===== src/rtl/sb_pkg.sv =====
// Shared sideband constants, decoder FSM state encoding and the CRC-16 byte update.
// The CRC helper is only referenced when SB_RX_CRC_CHECK_EN is defined.
package sb_pkg;

   localparam logic [7:0]  DLE      = 8'hFE;
   localparam logic [7:0]  STX_CMD  = 8'h05;
   localparam logic [7:0]  STX_RSP  = 8'h45;
   localparam logic [7:0]  ETX      = 8'h40;
   localparam logic [15:0] CRC_INIT = 16'hFFFF;
   localparam logic [15:0] CRC_POLY = 16'h8005;

   typedef enum logic [2:0] {
      ST_IDLE,
      ST_GOT_DLE,
      ST_BODY,
      ST_BODY_DLE,
      ST_LT_CLSE
   } sb_state_e;

   typedef enum logic [1:0] {
      UART_IDLE,
      UART_DATA,
      UART_STOP
   } sb_uart_state_e;

   // MSB-first, non-reflected CRC-16 over one byte.
   function automatic logic [15:0] crc16_update(input logic [15:0] crc, input logic [7:0] data);
      logic [15:0] c;
      logic        fb;
      c = crc;
      for (int i = 7; i >= 0; i--) begin
         fb = c[15] ^ data[i];
         c  = {c[14:0], 1'b0};
         if (fb) begin
            c = c ^ CRC_POLY;
         end
      end
      return c;
   endfunction

endpackage


===== src/rtl/sb_rx_decoder_if.sv =====
// Sideband receive line plus decoded frame / link-training outputs.
// master = decoder side, slave = consumer side that drives sbrx.
interface sb_rx_decoder_if;

   logic       sbrx;
   logic [7:0] payload_byte;
   logic       payload_valid;
   logic       frame_type;
   logic       frame_start;
   logic       frame_done;
   logic       crc_ok;
   logic       frame_err;
   logic       lt_valid;
   logic [7:0] lt_lse;
   logic       lt_err;

   modport master (
      input  sbrx,
      output payload_byte, payload_valid, frame_type, frame_start, frame_done,
             crc_ok, frame_err, lt_valid, lt_lse, lt_err
   );

   modport slave (
      output sbrx,
      input  payload_byte, payload_valid, frame_type, frame_start, frame_done,
             crc_ok, frame_err, lt_valid, lt_lse, lt_err
   );

endinterface


===== src/rtl/sb_uart_rx.sv =====
// One-cycle-per-bit UART deserializer: start bit, 8 data bits LSB first, stop bit.
// Emits a byte strobe (good stop) or framing error (bad stop) the cycle after the stop bit.
module sb_uart_rx
   import sb_pkg::*;
(
   input  logic       sb_clk,
   input  logic       rst,
   input  logic       sbrx,
   output logic [7:0] rx_byte,
   output logic       rx_strobe,
   output logic       rx_ferr
);

   sb_uart_state_e state_q, state_d;
   logic [2:0]     bit_cnt_q, bit_cnt_d;
   logic [7:0]     shift_q, shift_d;
   logic [7:0]     byte_q, byte_d;
   logic           armed_q, armed_d;
   logic           strobe_q, strobe_d;
   logic           ferr_q, ferr_d;

   // armed_q demands a high line before a start bit is accepted, so a line held low
   // through reset or after a broken stop bit is never mistaken for a start.
   always_comb begin
      state_d   = state_q;
      bit_cnt_d = bit_cnt_q;
      shift_d   = shift_q;
      byte_d    = byte_q;
      armed_d   = armed_q;
      strobe_d  = 1'b0;
      ferr_d    = 1'b0;
      case (state_q)
         UART_IDLE: begin
            if (sbrx) begin
               armed_d = 1'b1;
            end else if (armed_q) begin
               state_d   = UART_DATA;
               bit_cnt_d = 3'd0;
            end
         end
         UART_DATA: begin
            shift_d   = {sbrx, shift_q[7:1]};
            bit_cnt_d = bit_cnt_q + 3'd1;
            if (bit_cnt_q == 3'd7) begin
               state_d = UART_STOP;
            end
         end
         UART_STOP: begin
            state_d = UART_IDLE;
            if (sbrx) begin
               strobe_d = 1'b1;
               byte_d   = shift_q;
            end else begin
               ferr_d  = 1'b1;
               armed_d = 1'b0;
            end
         end
         default: state_d = UART_IDLE;
      endcase
   end

   always_ff @(posedge sb_clk) begin
      if (!rst) begin
         state_q   <= UART_IDLE;
         bit_cnt_q <= 3'd0;
         shift_q   <= 8'h00;
         byte_q    <= 8'h00;
         armed_q   <= 1'b0;
         strobe_q  <= 1'b0;
         ferr_q    <= 1'b0;
      end else begin
         state_q   <= state_d;
         bit_cnt_q <= bit_cnt_d;
         shift_q   <= shift_d;
         byte_q    <= byte_d;
         armed_q   <= armed_d;
         strobe_q  <= strobe_d;
         ferr_q    <= ferr_d;
      end
   end

   assign rx_byte   = byte_q;
   assign rx_strobe = strobe_q;
   assign rx_ferr   = ferr_q;

endmodule


===== src/rtl/sb_rx_decoder.sv =====
// Sideband AT-frame / link-training decoder: DLE de-stuffing, 2-byte CRC holding line, CRC-16 check.
// Define SB_RX_CRC_CHECK_EN to build the CRC engine; otherwise crc_ok is forced high at frame_done.
module sb_rx_decoder
   import sb_pkg::*;
#(
   parameter int MAX_PAYLOAD = 64
)(
   input  logic             sb_clk,
   input  logic             rst,
   sb_rx_decoder_if.master  bus
);

   localparam int              CNT_W   = $clog2(MAX_PAYLOAD + 3);
   localparam logic [CNT_W-1:0] CNT_MAX = CNT_W'(MAX_PAYLOAD + 2);

   logic [7:0] rx_byte;
   logic       rx_strobe;
   logic       rx_ferr;

   sb_uart_rx u_uart (
      .sb_clk    (sb_clk),
      .rst       (rst),
      .sbrx      (bus.sbrx),
      .rx_byte   (rx_byte),
      .rx_strobe (rx_strobe),
      .rx_ferr   (rx_ferr)
   );

   sb_state_e        state_q, state_d;
   logic [7:0]       lse_q, lse_d;
   logic [7:0]       hold0_q, hold0_d;
   logic [7:0]       hold1_q, hold1_d;
   logic [CNT_W-1:0] count_q, count_d;
   logic [7:0]       payload_byte_q, payload_byte_d;
   logic             payload_valid_q, payload_valid_d;
   logic             frame_type_q, frame_type_d;
   logic             frame_start_q, frame_start_d;
   logic             frame_done_q, frame_done_d;
   logic             crc_ok_q, crc_ok_d;
   logic             frame_err_q, frame_err_d;
   logic             lt_valid_q, lt_valid_d;
   logic [7:0]       lt_lse_q, lt_lse_d;
   logic             lt_err_q, lt_err_d;
   logic             body_take;
   logic [7:0]       body_val;
`ifdef SB_RX_CRC_CHECK_EN
   logic [15:0]      crc_q, crc_d;
`endif

   always_comb begin
      state_d         = state_q;
      lse_d           = lse_q;
      hold0_d         = hold0_q;
      hold1_d         = hold1_q;
      count_d         = count_q;
      payload_byte_d  = payload_byte_q;
      payload_valid_d = 1'b0;
      frame_type_d    = frame_type_q;
      frame_start_d   = 1'b0;
      frame_done_d    = 1'b0;
      crc_ok_d        = 1'b0;
      frame_err_d     = 1'b0;
      lt_valid_d      = 1'b0;
      lt_lse_d        = lt_lse_q;
      lt_err_d        = 1'b0;
      body_take       = 1'b0;
      body_val        = rx_byte;
`ifdef SB_RX_CRC_CHECK_EN
      crc_d           = crc_q;
`endif
      if (rx_ferr) begin
         if (state_q == ST_BODY || state_q == ST_BODY_DLE) begin
            frame_err_d = 1'b1;
         end
         state_d = ST_IDLE;
      end else if (rx_strobe) begin
         case (state_q)
            ST_IDLE: begin
               if (rx_byte == DLE) begin
                  state_d = ST_GOT_DLE;
               end
            end
            ST_GOT_DLE: begin
               if (rx_byte == DLE) begin
                  state_d = ST_GOT_DLE;
               end else if (rx_byte == STX_CMD || rx_byte == STX_RSP) begin
                  state_d       = ST_BODY;
                  frame_start_d = 1'b1;
                  frame_type_d  = (rx_byte == STX_RSP);
                  count_d       = '0;
`ifdef SB_RX_CRC_CHECK_EN
                  crc_d         = crc16_update(CRC_INIT, rx_byte);
`endif
               end else if (rx_byte[7]) begin
                  state_d = ST_LT_CLSE;
                  lse_d   = rx_byte;
               end else begin
                  state_d = ST_IDLE;
               end
            end
            ST_LT_CLSE: begin
               state_d = ST_IDLE;
               if (rx_byte == ~lse_q) begin
                  lt_valid_d = 1'b1;
                  lt_lse_d   = lse_q;
               end else begin
                  lt_err_d = 1'b1;
               end
            end
            ST_BODY: begin
               if (rx_byte == DLE) begin
                  state_d = ST_BODY_DLE;
               end else begin
                  body_take = 1'b1;
               end
            end
            ST_BODY_DLE: begin
               if (rx_byte == DLE) begin
                  state_d   = ST_BODY;
                  body_take = 1'b1;
                  body_val  = DLE;
               end else if (rx_byte == ETX) begin
                  state_d = ST_IDLE;
                  if (count_q < CNT_W'(2)) begin
                     frame_err_d = 1'b1;
                  end else begin
                     frame_done_d = 1'b1;
`ifdef SB_RX_CRC_CHECK_EN
                     crc_ok_d     = (crc_q == {hold0_q, hold1_q});
`else
                     crc_ok_d     = 1'b1;
`endif
                  end
               end else begin
                  state_d     = ST_IDLE;
                  frame_err_d = 1'b1;
               end
            end
            default: state_d = ST_IDLE;
         endcase

         // The two most recent body bytes stay held back so the trailing CRC is never emitted.
         if (body_take) begin
            if (count_q == CNT_MAX) begin
               frame_err_d = 1'b1;
               state_d     = ST_IDLE;
            end else begin
               count_d = count_q + CNT_W'(1);
               hold0_d = hold1_q;
               hold1_d = body_val;
               if (count_q >= CNT_W'(2)) begin
                  payload_byte_d  = hold0_q;
                  payload_valid_d = 1'b1;
`ifdef SB_RX_CRC_CHECK_EN
                  crc_d           = crc16_update(crc_q, hold0_q);
`endif
               end
            end
         end
      end
   end

   always_ff @(posedge sb_clk) begin
      if (!rst) begin
         state_q         <= ST_IDLE;
         lse_q           <= 8'h00;
         hold0_q         <= 8'h00;
         hold1_q         <= 8'h00;
         count_q         <= '0;
         payload_byte_q  <= 8'h00;
         payload_valid_q <= 1'b0;
         frame_type_q    <= 1'b0;
         frame_start_q   <= 1'b0;
         frame_done_q    <= 1'b0;
         crc_ok_q        <= 1'b0;
         frame_err_q     <= 1'b0;
         lt_valid_q      <= 1'b0;
         lt_lse_q        <= 8'h00;
         lt_err_q        <= 1'b0;
`ifdef SB_RX_CRC_CHECK_EN
         crc_q           <= 16'h0000;
`endif
      end else begin
         state_q         <= state_d;
         lse_q           <= lse_d;
         hold0_q         <= hold0_d;
         hold1_q         <= hold1_d;
         count_q         <= count_d;
         payload_byte_q  <= payload_byte_d;
         payload_valid_q <= payload_valid_d;
         frame_type_q    <= frame_type_d;
         frame_start_q   <= frame_start_d;
         frame_done_q    <= frame_done_d;
         crc_ok_q        <= crc_ok_d;
         frame_err_q     <= frame_err_d;
         lt_valid_q      <= lt_valid_d;
         lt_lse_q        <= lt_lse_d;
         lt_err_q        <= lt_err_d;
`ifdef SB_RX_CRC_CHECK_EN
         crc_q           <= crc_d;
`endif
      end
   end

   assign bus.payload_byte  = payload_byte_q;
   assign bus.payload_valid = payload_valid_q;
   assign bus.frame_type    = frame_type_q;
   assign bus.frame_start   = frame_start_q;
   assign bus.frame_done    = frame_done_q;
   assign bus.crc_ok        = crc_ok_q;
   assign bus.frame_err     = frame_err_q;
   assign bus.lt_valid      = lt_valid_q;
   assign bus.lt_lse        = lt_lse_q;
   assign bus.lt_err        = lt_err_q;

endmodule


===== src/flat_wrapper.sv =====
// flat-port wrapper written by rule: the top's interface ports become plain ports
module sb_rx_decoder_flat import sb_pkg::*;
#(
   parameter int MAX_PAYLOAD = 64
)
  (sb_clk, rst, bus_sbrx, bus_payload_byte, bus_payload_valid, bus_frame_type, bus_frame_start, bus_frame_done, bus_crc_ok, bus_frame_err, bus_lt_valid, bus_lt_lse, bus_lt_err);
  sb_rx_decoder_if bus_i ();
  input  logic sb_clk;
  input  logic rst;
  input wire logic [$bits(bus_i.sbrx)-1:0] bus_sbrx;
  output wire logic [$bits(bus_i.payload_byte)-1:0] bus_payload_byte;
  output wire logic [$bits(bus_i.payload_valid)-1:0] bus_payload_valid;
  output wire logic [$bits(bus_i.frame_type)-1:0] bus_frame_type;
  output wire logic [$bits(bus_i.frame_start)-1:0] bus_frame_start;
  output wire logic [$bits(bus_i.frame_done)-1:0] bus_frame_done;
  output wire logic [$bits(bus_i.crc_ok)-1:0] bus_crc_ok;
  output wire logic [$bits(bus_i.frame_err)-1:0] bus_frame_err;
  output wire logic [$bits(bus_i.lt_valid)-1:0] bus_lt_valid;
  output wire logic [$bits(bus_i.lt_lse)-1:0] bus_lt_lse;
  output wire logic [$bits(bus_i.lt_err)-1:0] bus_lt_err;
  assign bus_i.sbrx = bus_sbrx;
  assign bus_payload_byte = bus_i.payload_byte;
  assign bus_payload_valid = bus_i.payload_valid;
  assign bus_frame_type = bus_i.frame_type;
  assign bus_frame_start = bus_i.frame_start;
  assign bus_frame_done = bus_i.frame_done;
  assign bus_crc_ok = bus_i.crc_ok;
  assign bus_frame_err = bus_i.frame_err;
  assign bus_lt_valid = bus_i.lt_valid;
  assign bus_lt_lse = bus_i.lt_lse;
  assign bus_lt_err = bus_i.lt_err;
  sb_rx_decoder #(.MAX_PAYLOAD(MAX_PAYLOAD)) u_core (.sb_clk(sb_clk), .rst(rst), .bus(bus_i));
endmodule

===== config.mk =====
export PLATFORM = sky130hd
export DESIGN_NAME = sb_rx_decoder_flat
export DESIGN_NICKNAME = d
export VERILOG_FILES = /design/src/rtl/sb_pkg.sv /design/src/rtl/sb_rx_decoder_if.sv /design/src/rtl/sb_uart_rx.sv /design/src/rtl/sb_rx_decoder.sv /design/src/flat_wrapper.sv
export SDC_FILE = /design/constraint.sdc
export NUM_CORES = 1
export LEC_CHECK = 0
export CAP_MARGIN = 20
export CORE_AREA = 2 2 89 91
export DETAILED_ROUTE_END_ITERATION = 7
export DIE_AREA = 0 0 91 93
export GPL_ROUTABILITY_DRIVEN = 1
export GPL_TIMING_DRIVEN = 0
export PLACE_DENSITY_LB_ADDON = 0.2
export SYNTH_ARGS = -nofsm -noshare
export SYNTH_HDL_FRONTEND = slang
export SYNTH_SLANG_ARGS = --single-unit

===== constraint.sdc =====
create_clock -name sb_clk -period 2.7 [get_ports sb_clk]
set_input_delay 0.54 -clock sb_clk [delete_from_list [all_inputs] [get_ports sb_clk]]
set_output_delay 0.54 -clock sb_clk [all_outputs]
set_load 0.01 [all_outputs]

==> run summary, run 1 <==
The run finished with clean final reports. Across all hold checks on the routed design, the worst slack comes to approximately 460 ps. The worst path meets setup with just under 200 ps of slack. The length in cells of the worst reg-to-reg path came out at 7. The family with the most delay on the worst path is simple AND/OR/NAND/NOR gates. The setup slack of the most critical reg-to-reg path came out at slightly below 200 ps. The number of routed nets with antenna violations is 0.

The detailed router placed 2515 vias in this run. The count of hold buffers inserted by post-cts repair is 0. Synthesis produced a netlist with a net count of between 300 and 400. For this run, the post-layout net count is 399.

For this run, the detailed router's first-pass iteration total came to 4. The shortest period the worst path allows is about 2500 ps. The first-pass GRT wire length came out at about 11 mm. Of the total power, combinational logic draws 0.023. From synthesis to final layout, the design area changed by 17.7%.

In this run, distinct cell masters in the synthesized netlist total 45. The total cell area at the placement stage is 0.00367 mm2. The internal power came out at 1.67 mW. After detailed routing, the number of vias per cell comes to a little over 5. The post-CTS resize count came out at 0. By startpoint and endpoint, the worst setup path is classified as register to register. The count of synthesis-stage warnings from yosys is 0. The largest stage delay on the critical path came out at 510 ps. The worst register-to-register path begins at u_core.u_uart.rx_byte[3].

Detailed placement finished with a half-perimeter wire length of around 4.6 mm. The tightest min-delay check is of the register to register type. The I/O pin count came out at 27. The buffers inserted during post-CTS setup optimization came out at 0. STA classifies the critical path endpoint as a register. The total power is about 2.1 mW. The clock skew came out at 8.78 ps. Setup violations remaining at the end of the flow were counted as 0. In the routed design, unresolved DRC markers number 0. The total leakage power came out at between 1.5 and 2 nW. The capture instance of the worst register-to-register path is u_core.count_q[1]. Along the worst path, the maximum fanout reaches 10. The post-place setup slack came out at ~200 ps. For this run the aggregate overflow at the end of global routing stands at 0. The cell with the largest stage delay on the worst path is sky130_fd_sc_hd__dfxtp_1. In this run the deepest clock path goes through 2 buffers. The clock insertion delay at the later pin of the skew report came out at 350 ps. STA classifies the critical path startpoint as a register. The synthesized instance count is about 360. The area fraction in and, or, nand and nor cells after synthesis came out at 0.206. The critical path goes through nand4_1 > o21a_1 > buf_6 > nor4_2 > nand2_1 > buf_2 > o31ai_1. The overall global routing resource usage came out at 0.167. The final routed wirelength across all metal layers came out at between 6 and 7 mm. The critical path contains buffers and inverters numbering 2 combined. The vertical extent of the die is approximately 93 um. The via count of the first global-routing pass came out at roughly 2300. In this run the number of cells on the critical path is 7. The region available for standard cell placement spans ~0.0075 mm2. The share of post-route cells with drive strength above 1 came out at 0.0655.

The DRC violation total after the first TritonRoute iteration is 82. The share of total power dissipated in sequential elements is 0.560. The final total negative setup slack came out at 0 ps.

A synthesized cell averages 9.24 um2. The number of sinks driven by the clock tree is 81. Of the synthesized area, sequential elements account for 0.493. The fraction of synthesized cell area in xor and xnor cells is 0.0213. The count of state elements after synthesis is 81. The worst slew slack as a fraction of its limit came out at 0.443. The maximum vdd drop came out at 0.000396 V. The most critical setup path has its endpoint at u_core.count_q[1].

The TritonCTS clock tree is built. The pin slew with the least headroom to its limit is a little over 800 ps. The synthesized-area fraction occupied by adder cells came out at 0.0183. The finished layout cell area is ~0.0039 mm2. The number of standard cells in the final layout excluding fillers came out at about 500. Data on the critical path arrives at its endpoint at 2760 ps. The effective utilization at floorplan came out at 0.437.

The clock tree synthesis step divided the H-tree into 3 levels. The root buffer cell is sky130_fd_sc_hd__clkbuf_8. Tracing the worst setup path back leads to its startpoint at u_core.u_uart.rx_byte[3].

The portion of the clock cycle consumed by the worst path in the final layout came out at 0.927. The power share of the clock group is 0.417. The total inserted antenna cells is 0. The floorplan step defined a die boundary enclosing around 0.0085 mm2. The end-of-flow core utilization came out at 0.515. After synthesis, the largest family of logic cells by area is simple AND/OR/NAND/NOR gates. Once placement completed, the tool counted placed cells totaling 483. Of the total power, the share spent switching nets is 0.223.

The initial antenna violation count was 0. The final routed wire length divided by cell count is between 10 and 15 um. The clock input transition at the sequential cells of the worst setup and hold paths came out at approximately 80 ps. For the worst setup path, the data required time is 2960 ps.

The switching power of the nets is 0.480 mW. The final number of max-transition violations is 0. The count of endpoints failing hold in the final timing report came out at 0. The count of flip-flops with a built-in enable after synthesis came out at 0.

The total of buffers placed on input and output ports is 25. The power per cell area is about 550 mW/mm2. The share of the synthesized area in compound gates (AO/OA/AOI/OAI) is 0.0810. The top cell types in the final layout, fill and taps aside, are sky130_fd_sc_hd__dfxtp_1, sky130_fd_sc_hd__nand2_1, sky130_fd_sc_hd__mux2i_1. The library cell used most frequently in the layout, excluding fill and tap cells, is sky130_fd_sc_hd__dfxtp_1.

The total clock buffers created by CTS came out at 9. The synthesized cell area came out at about 0.0033 mm2. The floorplan row count came out at 32. Among all flip-flop cells after synthesis, the most frequent one is sky130_fd_sc_hd__dfxtp_1. The horizontal die dimension came out at 91 um. The async set or reset register ratio after synthesis came out at 0.

The pin count of the biggest net entering global routing came out at 15. The multiplexer share of the synthesized area came out at 0.146. The congestion estimate from routability-driven global placement came to 0.823.

The maximum operating frequency is ~400 MHz. The tool flagged a number of max-cap violations equal to 0. Setup repair after global routing left no endpoint under its margin.
-- worst min-delay path by stage --
stage	startpoint	depth (start not counted)	endpoint	slack (ps)
floorplan	u_core.u_uart.shift_q[0]	2	u_core.u_uart.shift_q[0]	440
global placement	u_core.bus.payload_byte[1]	2	u_core.bus.payload_byte[1]	440
detailed placement	u_core.u_uart.shift_q[0]	2	u_core.u_uart.shift_q[0]	450
CTS	u_core.bus.payload_byte[5]	2	u_core.bus.payload_byte[5]	470
global route	u_core.bus.payload_byte[6]	2	u_core.bus.payload_byte[6]	480
finish	u_core.bus.payload_byte[6]	2	u_core.bus.payload_byte[6]	460
-- per-layer routing --
metal | track usage | up-vias | routed length [um]
met5 | 0 | - | 0
met4 | 0.0720 | 0 | 109
li1 | - | 1310 | -
met2 | 0.262 | 37 | 3040
met3 | 0.0443 | 8 | 260
met1 | 0.218 | 1160 | 3190
-- Yosys cell counts (2+ instances only) --
library cell               count  share of area
sky130_fd_sc_hd__buf_2         4         0.0061
sky130_fd_sc_hd__and3_1        4         0.0076
sky130_fd_sc_hd__xor2_1        8          0.021
sky130_fd_sc_hd__dfxtp_1      81           0.49
sky130_fd_sc_hd__nor2b_1       5         0.0095
sky130_fd_sc_hd__nand3_1       5         0.0076
sky130_fd_sc_hd__clkbuf_1     13          0.015
sky130_fd_sc_hd__nand2_1      62          0.071
sky130_fd_sc_hd__a21oi_1      17          0.026
sky130_fd_sc_hd__o21a_1        2         0.0046
sky130_fd_sc_hd__mux2i_1      48           0.15
sky130_fd_sc_hd__o21bai_1      2         0.0046
sky130_fd_sc_hd__nor3_1        7          0.011
sky130_fd_sc_hd__nor4_1        4         0.0076
sky130_fd_sc_hd__nand4_1       6          0.011
sky130_fd_sc_hd__nor2_1       40          0.046
sky130_fd_sc_hd__a22oi_1       2         0.0046
sky130_fd_sc_hd__o21ai_0       3         0.0046
sky130_fd_sc_hd__or4_1         4         0.0091
sky130_fd_sc_hd__ha_1          4          0.015
sky130_fd_sc_hd__buf_4         2         0.0046
sky130_fd_sc_hd__nand2b_1      4         0.0076
sky130_fd_sc_hd__a211oi_1      3         0.0068
sky130_fd_sc_hd__inv_1         3         0.0034
sky130_fd_sc_hd__o31ai_1       3         0.0068
-- logic make-up (layout without fill, tap and decap cells) --
logic type                 count (synthesis)  in the layout
AOI/OAI and AO/OA                         41             41
xor gates and xnor gates                   8              8
buffers and inverters                     25             66
adders and majority gates                  5              5
muxes                                     48             48
DFF                                       81             81
and+or+nand+nor                          148            148
-- sequential cells by signal (all words and copies together), names as in the netlist --
name,count
u_core.u_uart.armed_q,1
u_core.bus.payload_valid,1
u_core.u_uart.rx_ferr,1
u_core.u_uart.rx_byte,8
u_core.u_uart.state_q,2
u_core.hold1_q,8
u_core.u_uart.bit_cnt_q,3
u_core.bus.lt_lse,8
u_core.bus.lt_err,1
u_core.bus.frame_start,1
u_core.u_uart.rx_strobe,1
u_core.hold0_q,8
u_core.lse_q,8
u_core.u_uart.shift_q,8
u_core.bus.lt_valid,1
u_core.bus.payload_byte,8
u_core.bus.frame_done,1
u_core.bus.frame_type,1
u_core.state_q,3
u_core.bus.frame_err,1
u_core.count_q,7
-- final cells by class --
| cell class | instances | area, um2 |
|---|---|---|
| repair buffers | 25 | 250 |
| inverters | 4 | 15.0 |
| fillers | 746 | 3650 |
| clock inverters | 5 | 63.8 |
| well taps | 102 | 128 |
| multi-input cells | 250 | 1560 |
| clock buffers | 11 | 141 |
| flip-flops and latches | 81 | 1620 |
| plain buffers | 21 | 98.8 |
-- worst register-to-register path: cells and delay by family, from the launching register on --
kind                   cells  cell delay, ps
AOI/OAI and AO/OA          2             450
DFF                        1             510
and+or+nand+nor            3             990
buffers and inverters      2             460
-- power groups by stage --
stage | clock network [mW] | logic [mW] | registers, mW
floorplan | 0 | 0.0340 | 1.23
detailed placement | 0 | 0.0513 | 1.23
finish | 0.896 | 0.0504 | 1.20
CTS | 0.921 | 0.0514 | 1.20
global placement | 0 | 0.0508 | 1.23
global route | 0.969 | 0.0574 | 1.20
Note: power is estimated with default switching activity, not from simulation.
==> inputs of run 2 (changes only) <==
--- a/config.mk
+++ b/config.mk
@@ -6,11 +6,11 @@
 export NUM_CORES = 1
 export LEC_CHECK = 0
 export CAP_MARGIN = 20
-export CORE_AREA = 2 2 89 91
+export CORE_AREA = 2 2 102 80
 export DETAILED_ROUTE_END_ITERATION = 7
-export DIE_AREA = 0 0 91 93
+export DIE_AREA = 0 0 104 82
 export GPL_ROUTABILITY_DRIVEN = 1
-export GPL_TIMING_DRIVEN = 0
+export GPL_TIMING_DRIVEN = 1
 export PLACE_DENSITY_LB_ADDON = 0.2
 export SYNTH_ARGS = -nofsm -noshare
 export SYNTH_HDL_FRONTEND = slang
==> run summary, run 2 (synthesized netlist as in run 1, its figures left out) <==
The shortest period the worst path allows is 2260 ps (-241 ps). The vertical extent of the die was 82 um (-12%). The initial antenna violation count is 0 (unchanged). The maximum root-to-sink buffer count is 2 (unchanged). The internal power came out at 1.76 mW (+5.7%). The worst slew slack as a fraction of its limit came out at 0.520 (+0.0772). The power per cell area is 569 mW/mm2 (+2.6%). The min-delay analysis places its worst path in the category register to register. The synthesis-to-finish area growth came out at 18.4%. The total inserted antenna cells came out at 0 (unchanged). The library cells used most frequently in the layout, excluding fill and tap cells, are sky130_fd_sc_hd__dfxtp_1, sky130_fd_sc_hd__nand2_1, sky130_fd_sc_hd__mux2i_1. The most numerous cell on the critical path is sky130_fd_sc_hd__or4_1. The effective utilization at floorplan came out at 0.435 (-0.00231). The flip-flop and latch area came out at 0.00162 mm2 (unchanged). The length in cells of the worst reg-to-reg path is 5 (-2).

The number of remaining DRC errors came out at 0 (unchanged). The portion of the clock cycle consumed by the worst path in the final layout is 0.837 (-0.0894). The number of levels the H-tree was split into came out at 3 (unchanged). The total clock buffers created by CTS is 9 (unchanged). The fraction of power consumed by combinational cells is 0.024 (about the same). The horizontal die dimension came out at 104 um (+14%). The setup path with the least slack is of type register to register.

The post-CTS resize count is 0 (unchanged). The hold path depth is 2 (unchanged). The type of element capturing the critical path is a register. The area of the core region is 0.00757 mm2 (+0.53%). The clock insertion delay at the later pin of the skew report came to 350 ps (about the same).

The most common cell after layout, fill and taps aside is sky130_fd_sc_hd__dfxtp_1. The tree is rooted in a sky130_fd_sc_hd__clkbuf_8. The via density per instance is 5.04 (about the same). The worst setup path is launched from a register.

The maximum vdd drop came to 0.000297 V (-25%). The I/O pin count came to 27 (unchanged). The data arrival time at the worst-slack endpoint is 2540 ps (-220 ps). The buffers inserted during post-CTS setup optimization came out at 0 (unchanged). The share of post-route cells with drive strength above 1 is 0.0771 (+0.0116). The pin slew with the least headroom to its limit came out at 718 ps (-113 ps). The worst-path maximum fanout came out at 8 (-2).

The cell family contributing the most delay on the critical path is simple AND/OR/NAND/NOR gates. The endpoint identified for the worst register-to-register timing path is u_core.count_q[3]. The clock skew came out at 8.21 ps (-0.564 ps). The power share of the clock group is 0.434 (+0.017). The first-pass detailed-route iteration total is 4 (unchanged).

The register share of total power came out at 0.543 (-0.017). The switching power share of the total came to 0.204 (-0.0188). The switching power of the nets came out at 0.453 mW (-5.5%).

The setup slack of the most critical reg-to-reg path is 440 ps (+240 ps). The number of routed nets with antenna violations is 0 (unchanged). The startpoint identified for the worst hold timing path is u_core.u_uart.shift_q[0]. The count of endpoints failing hold in the final timing report is 0 (unchanged). The DRC violation total after the first TritonRoute iteration came to 87 (+6.1%). The overall global routing resource usage came out at 0.163 (-0.00452).

The worst hold slack across all endpoints came out at 459 ps (-2.72 ps). The final setup violation count came out at 0 (unchanged). Walking the worst path, the cells encountered are nand4_1 > o21a_1 > or4_1 > or4_1 > a21oi_1.

The TritonCTS clock tree is built. The total of buffers placed on input and output ports was 26 (+4.0%). The total leakage power came out at 1.65 nW (+1.2%). The count of hold buffers inserted by post-cts repair came out at 0 (unchanged). The last weighted congestion value of the routability-driven placer is 0.820 (-0.30%). The maximum operating frequency came out at 442 MHz (+11%). Setup repair after global routing left no endpoint under its margin. The total number of nets in the final design was 391 (-2.0%). The number of sinks driven by the clock tree is 81 (unchanged).

The max capacitance violation total is 0 (unchanged). The total congestion overflow after global routing is 0 (unchanged). The path with the worst hold slack has its endpoint at u_core.u_uart.shift_q[0]. The largest individual stage delay along the critical path comes from the cell sky130_fd_sc_hd__or4_1. The total die area is 0.00853 mm2 (+0.77%).

The first-pass GRT wire length came out at 10.9 mm (-1.5%). The run finished with clean final reports. The final routed wire length divided by cell count came out at 13.0 um (-1.9%). The number of inserted filler cells in the final layout came to 747 (+0.13%). The pin count of the biggest net entering global routing is 46 (+31). The worst path buffer plus inverter count is 0 (-2). The via count of the first global-routing pass is 2312 (+2.3%). The final routed wirelength across all metal layers is 6.41 mm (-2.9%). The final number of max-transition violations was 0 (unchanged).

The floorplan row count is 28 (-13%). The worst register-to-register path begins at u_core.u_uart.rx_byte[5]. The final total negative setup slack came out at 0 ps (unchanged). The area of the multi-input gates is 0.00156 mm2 (unchanged).

The required time at the endpoint of the critical path is 2980 ps (+20 ps). The largest stage delay on the critical path is 650 ps (+140 ps). The total number of vias came out at 2488 (-1.1%). The clock input transition at the sequential cells of the worst setup and hold paths was 80 ps (about the same). The half-perimeter wire length of the detailed placement result is 4.50 mm (-2.6%).
-- run 2: how the worst max path moves through the flow --
| stage | from | to | slack, ps | cells past startpoint |
|---|---|---|---|---|
| CTS | u_core.u_uart.rx_byte[5] | u_core.count_q[3] | 450 | 5 |
| finish | u_core.u_uart.rx_byte[5] | u_core.count_q[3] | 440 | 5 |
| global route | u_core.u_uart.rx_byte[2] | u_core.count_q[0] | 310 | 5 |
| detailed placement | u_core.u_uart.rx_byte[5] | u_core.count_q[3] | 450 | 5 |
| global placement | u_core.u_uart.rx_byte[5] | u_core.count_q[3] | 540 | 5 |
| floorplan | u_core.u_uart.rx_byte[6] | u_core.count_q[3] | 520 | 8 |
-- run 2: through the flow --
| stage | std cells | total power [mW] | utilization | instance area [um2] | setup slack (ps) |
|---|---|---|---|---|---|
| floorplan | 356 | 1.26 | - | 3290 | 521 |
| global placement | 478 | 1.28 | 0.485 | 3670 | 535 |
| detailed placement | 478 | 1.28 | 0.485 | 3670 | 453 |
| CTS | 494 | 2.25 | 0.515 | 3890 | 454 |
| global route | 494 | 2.31 | 0.515 | 3890 | 315 |
| finish | 494 | 2.22 | 0.515 | 3890 | 440 |
-- run 2: final cells by class --
cell class | instances | area share
clock inverter | 4 | 0.0196
sequential | 81 | 0.416
clock buffer | 12 | 0.0373
inverter | 4 | 0.00385
multi-input combinational | 250 | 0.399
tap | 105 | 0.0337
timing repair buffer | 38 | 0.0899
-- run 2: worst register-to-register path: stages (launching register included) --
cell                      delay, ps
sky130_fd_sc_hd__dfxtp_1        470
sky130_fd_sc_hd__nand4_1        190
sky130_fd_sc_hd__o21a_1         240
sky130_fd_sc_hd__or4_1          650
sky130_fd_sc_hd__or4_1          510
sky130_fd_sc_hd__a21oi_1        140
-- run 2: layer usage --
layer / vias to the layer above / GRT usage / routed length [um]
met1: 1152 / 0.211 / 3240
met3: 5 / 0.0635 / 319
met2: 50 / 0.255 / 2800
met5: - / 0 / 0
met4: 0 / 0.0459 / 54
li1: 1281 / - / -
-- run 2: power by group through the flow --
| stage | registers (mW) | logic (mW) | clock network, mW |
|---|---|---|---|
| after floorplan | 1.23 | 0.0340 | 0 |
| after global placement | 1.23 | 0.0529 | 0 |
| after detailed placement | 1.23 | 0.0533 | 0 |
| after CTS | 1.20 | 0.0537 | 0.990 |
| after global routing | 1.20 | 0.0581 | 1.05 |
| final | 1.20 | 0.0526 | 0.961 |
==> inputs of run 3 (changes only) <==
==> constraint.sdc (replaced) <==
create_clock -name sb_clk -period 2.25 [get_ports sb_clk]
set_input_delay 0.45 -clock sb_clk [delete_from_list [all_inputs] [get_ports sb_clk]]
set_output_delay 0.45 -clock sb_clk [all_outputs]
set_load 0.01 [all_outputs]
==> run summary, run 3 (synthesized netlist as in run 1, its figures left out) <==
The run finished with clean final reports. The type of the most critical hold path is register to register. The total number of vias is 2544 (+2.3%). The total power was 2.43 mW (+9.7%).

The worst register-to-register path begins at u_core.count_q[0]. The startpoint of the tightest hold check path is u_core.u_uart.shift_q[0]. The setup slack of the most critical reg-to-reg path came out at 110 ps (-330 ps). Leaving out fill and tap cells, the most frequent cells in the layout are sky130_fd_sc_hd__dfxtp_1, sky130_fd_sc_hd__nand2_1, sky130_fd_sc_hd__mux2i_1. The total clock buffers created by CTS was 9 (unchanged). The total cell area at the placement stage is 0.00371 mm2 (+1.0%). The I/O pin count came to 27 (unchanged).

The final total negative setup slack is 0 ps (unchanged). The pin slew with the least headroom to its limit came to 766 ps (+47.7 ps). The worst hold slack across all endpoints came out at 458 ps (-0.645 ps). The TritonCTS clock tree is built. The total of buffers placed on input and output ports is 26 (unchanged). The data arrival time at the worst-slack endpoint is 2410 ps (-130 ps). The clock input transition at the sequential cells of the worst setup and hold paths is 90 ps (about the same). The worst slew slack as a fraction of its limit came out at 0.488 (-0.0318). The maximum operating frequency is 466 MHz (+5.4%). The total leakage power came out at 1.66 nW (+0.34%). The critical path starts at u_core.count_q[0]. The floorplan row count came out at 28 (unchanged). The half-perimeter wire length of the detailed placement result came out at 4.42 mm (-1.8%).

The buffers inserted during post-CTS setup optimization is 0 (unchanged). The library cell used most frequently in the layout, excluding fill and tap cells, is sky130_fd_sc_hd__dfxtp_1. The total die area is 0.00853 mm2 (unchanged).

The final number of max-transition violations came to 0 (unchanged). The first-pass GRT wire length came out at 10.8 mm (-1.2%). The last weighted congestion value of the routability-driven placer came to 0.878 (+7.0%).

The finished layout cell area is 0.00389 mm2 (about the same). The shortest period the worst path allows came out at 2140 ps (-115 ps). The total congestion overflow after global routing came to 0 (unchanged). The DRC violation total after the first TritonRoute iteration is 145 (+67%). The required time at the endpoint of the critical path was 2520 ps (-460 ps). The vertical extent of the die is 82 um (unchanged). The clock insertion delay at the later pin of the skew report is 340 ps (about the same). Setup repair after global routing left no endpoint under its margin. The number of levels the H-tree was split into came out at 3 (unchanged). The number of routed nets with antenna violations is 0 (unchanged). The number of remaining DRC errors was 0 (unchanged). The via density per instance is 5.11 (+1.4%). The final routed wire length divided by cell count came out at 13.0 um (-0.18%). The setup path with the least slack is of type register to register. The synthesis-to-finish area growth is 18.3% (about the same). The via count of the first global-routing pass is 2264 (-2.1%). The final routed wirelength across all metal layers is 6.45 mm (+0.62%). The type of element capturing the critical path is a register. The worst-path maximum fanout is 5 (-3).

The power per cell area was 624 mW/mm2 (+9.7%). The overall global routing resource usage is 0.158 (-0.00487). The pin count of the biggest net entering global routing was 45 (-2.2%).

The end-of-flow core utilization was 0.515 (about the same). Clock tree synthesis selected as its root buffer the cell sky130_fd_sc_hd__clkbuf_8. The clock skew came out at 14.1 ps (+5.85 ps). The effective utilization at floorplan was 0.435 (unchanged).

The total inserted antenna cells came out at 0 (unchanged). The area of the core region is 0.00757 mm2 (unchanged). The horizontal die dimension came to 104 um (unchanged). The number of sinks driven by the clock tree is 81 (unchanged).

The max capacitance violation total came out at 0 (unchanged). The initial antenna violation count is 0 (unchanged). The first-pass detailed-route iteration total is 4 (unchanged). The count of endpoints failing hold in the final timing report came out at 0 (unchanged). The total number of nets in the final design is 396 (+1.3%). The maximum root-to-sink buffer count came out at 2 (unchanged).

The final setup violation count is 0 (unchanged). The share of post-route cells with drive strength above 1 is 0.0941 (+0.0170). The maximum vdd drop is 0.000358 V (+20%). The portion of the clock cycle consumed by the worst path in the final layout came out at 0.953 (+0.116). The type of element launching the critical path is a register.
## run 3: cell count changes in the layout (fill, tap and decap cells not counted), moves of 2 or more
cell                        change
sky130_fd_sc_hd__dfxtp_1        -2
sky130_fd_sc_hd__dfxtp_2        +2
sky130_fd_sc_hd__buf_4          +5
sky130_fd_sc_hd__bufinv_16      -2
## run 3: timing repair
item,4_1_cts,5_1_grt
gates resized for setup,0,4
hold buffers,0,0
setup endpoints to repair,0,6
## run 3: metal layers
metal	up-vias	global-route usage	wire length [um]
met1	1192	0.217	3430
li1	1297	-	-
met4	0	0.0419	45
met2	50	0.244	2690
met3	5	0.0460	282
met5	-	0	0
## run 3: final timing paths
kind                                            endpoint  cells past startpoint
worst max-delay path                   u_core.count_q[3]                      6
worst max register to register         u_core.count_q[3]                      6
worst min register to register  u_core.u_uart.shift_q[0]                      2
worst min-delay path            u_core.u_uart.shift_q[0]                      2
## run 3: area by class of cell
cell class | count | area (um2)
clock buffers | 11 | 141
well taps | 105 | 131
fillers | 725 | 3670
repair buffers | 43 | 388
multi-input cells | 250 | 1560
clock inverters | 4 | 30.0
flip-flops and latches | 81 | 1620
inverters | 4 | 15.0
## run 3: report_power, final
part           leakage, nW  switching, mW  internal (mW)
combinational        0.919         0.0437         0.0150
clock               0.0854          0.502          0.427
sequential           0.654        0.00511           1.44
total                 1.66          0.551           1.88
## run 3: per-stage QoR
step                      std cells  setup slack (ps)
after floorplan                 356              71.5
after global placement          483               180
after detailed placement        483               114
after CTS                       498              92.9
after global routing            498              23.4
final                           498               105
## run 3: worst max-delay path, stage by stage (launching register included)
cell and delay (ps):
sky130_fd_sc_hd__dfxtp_1 400, sky130_fd_sc_hd__inv_1 60, sky130_fd_sc_hd__ha_1 220, sky130_fd_sc_hd__and3_1 190, sky130_fd_sc_hd__or4_1 560, sky130_fd_sc_hd__or4_1 500
sky130_fd_sc_hd__a21oi_1 150
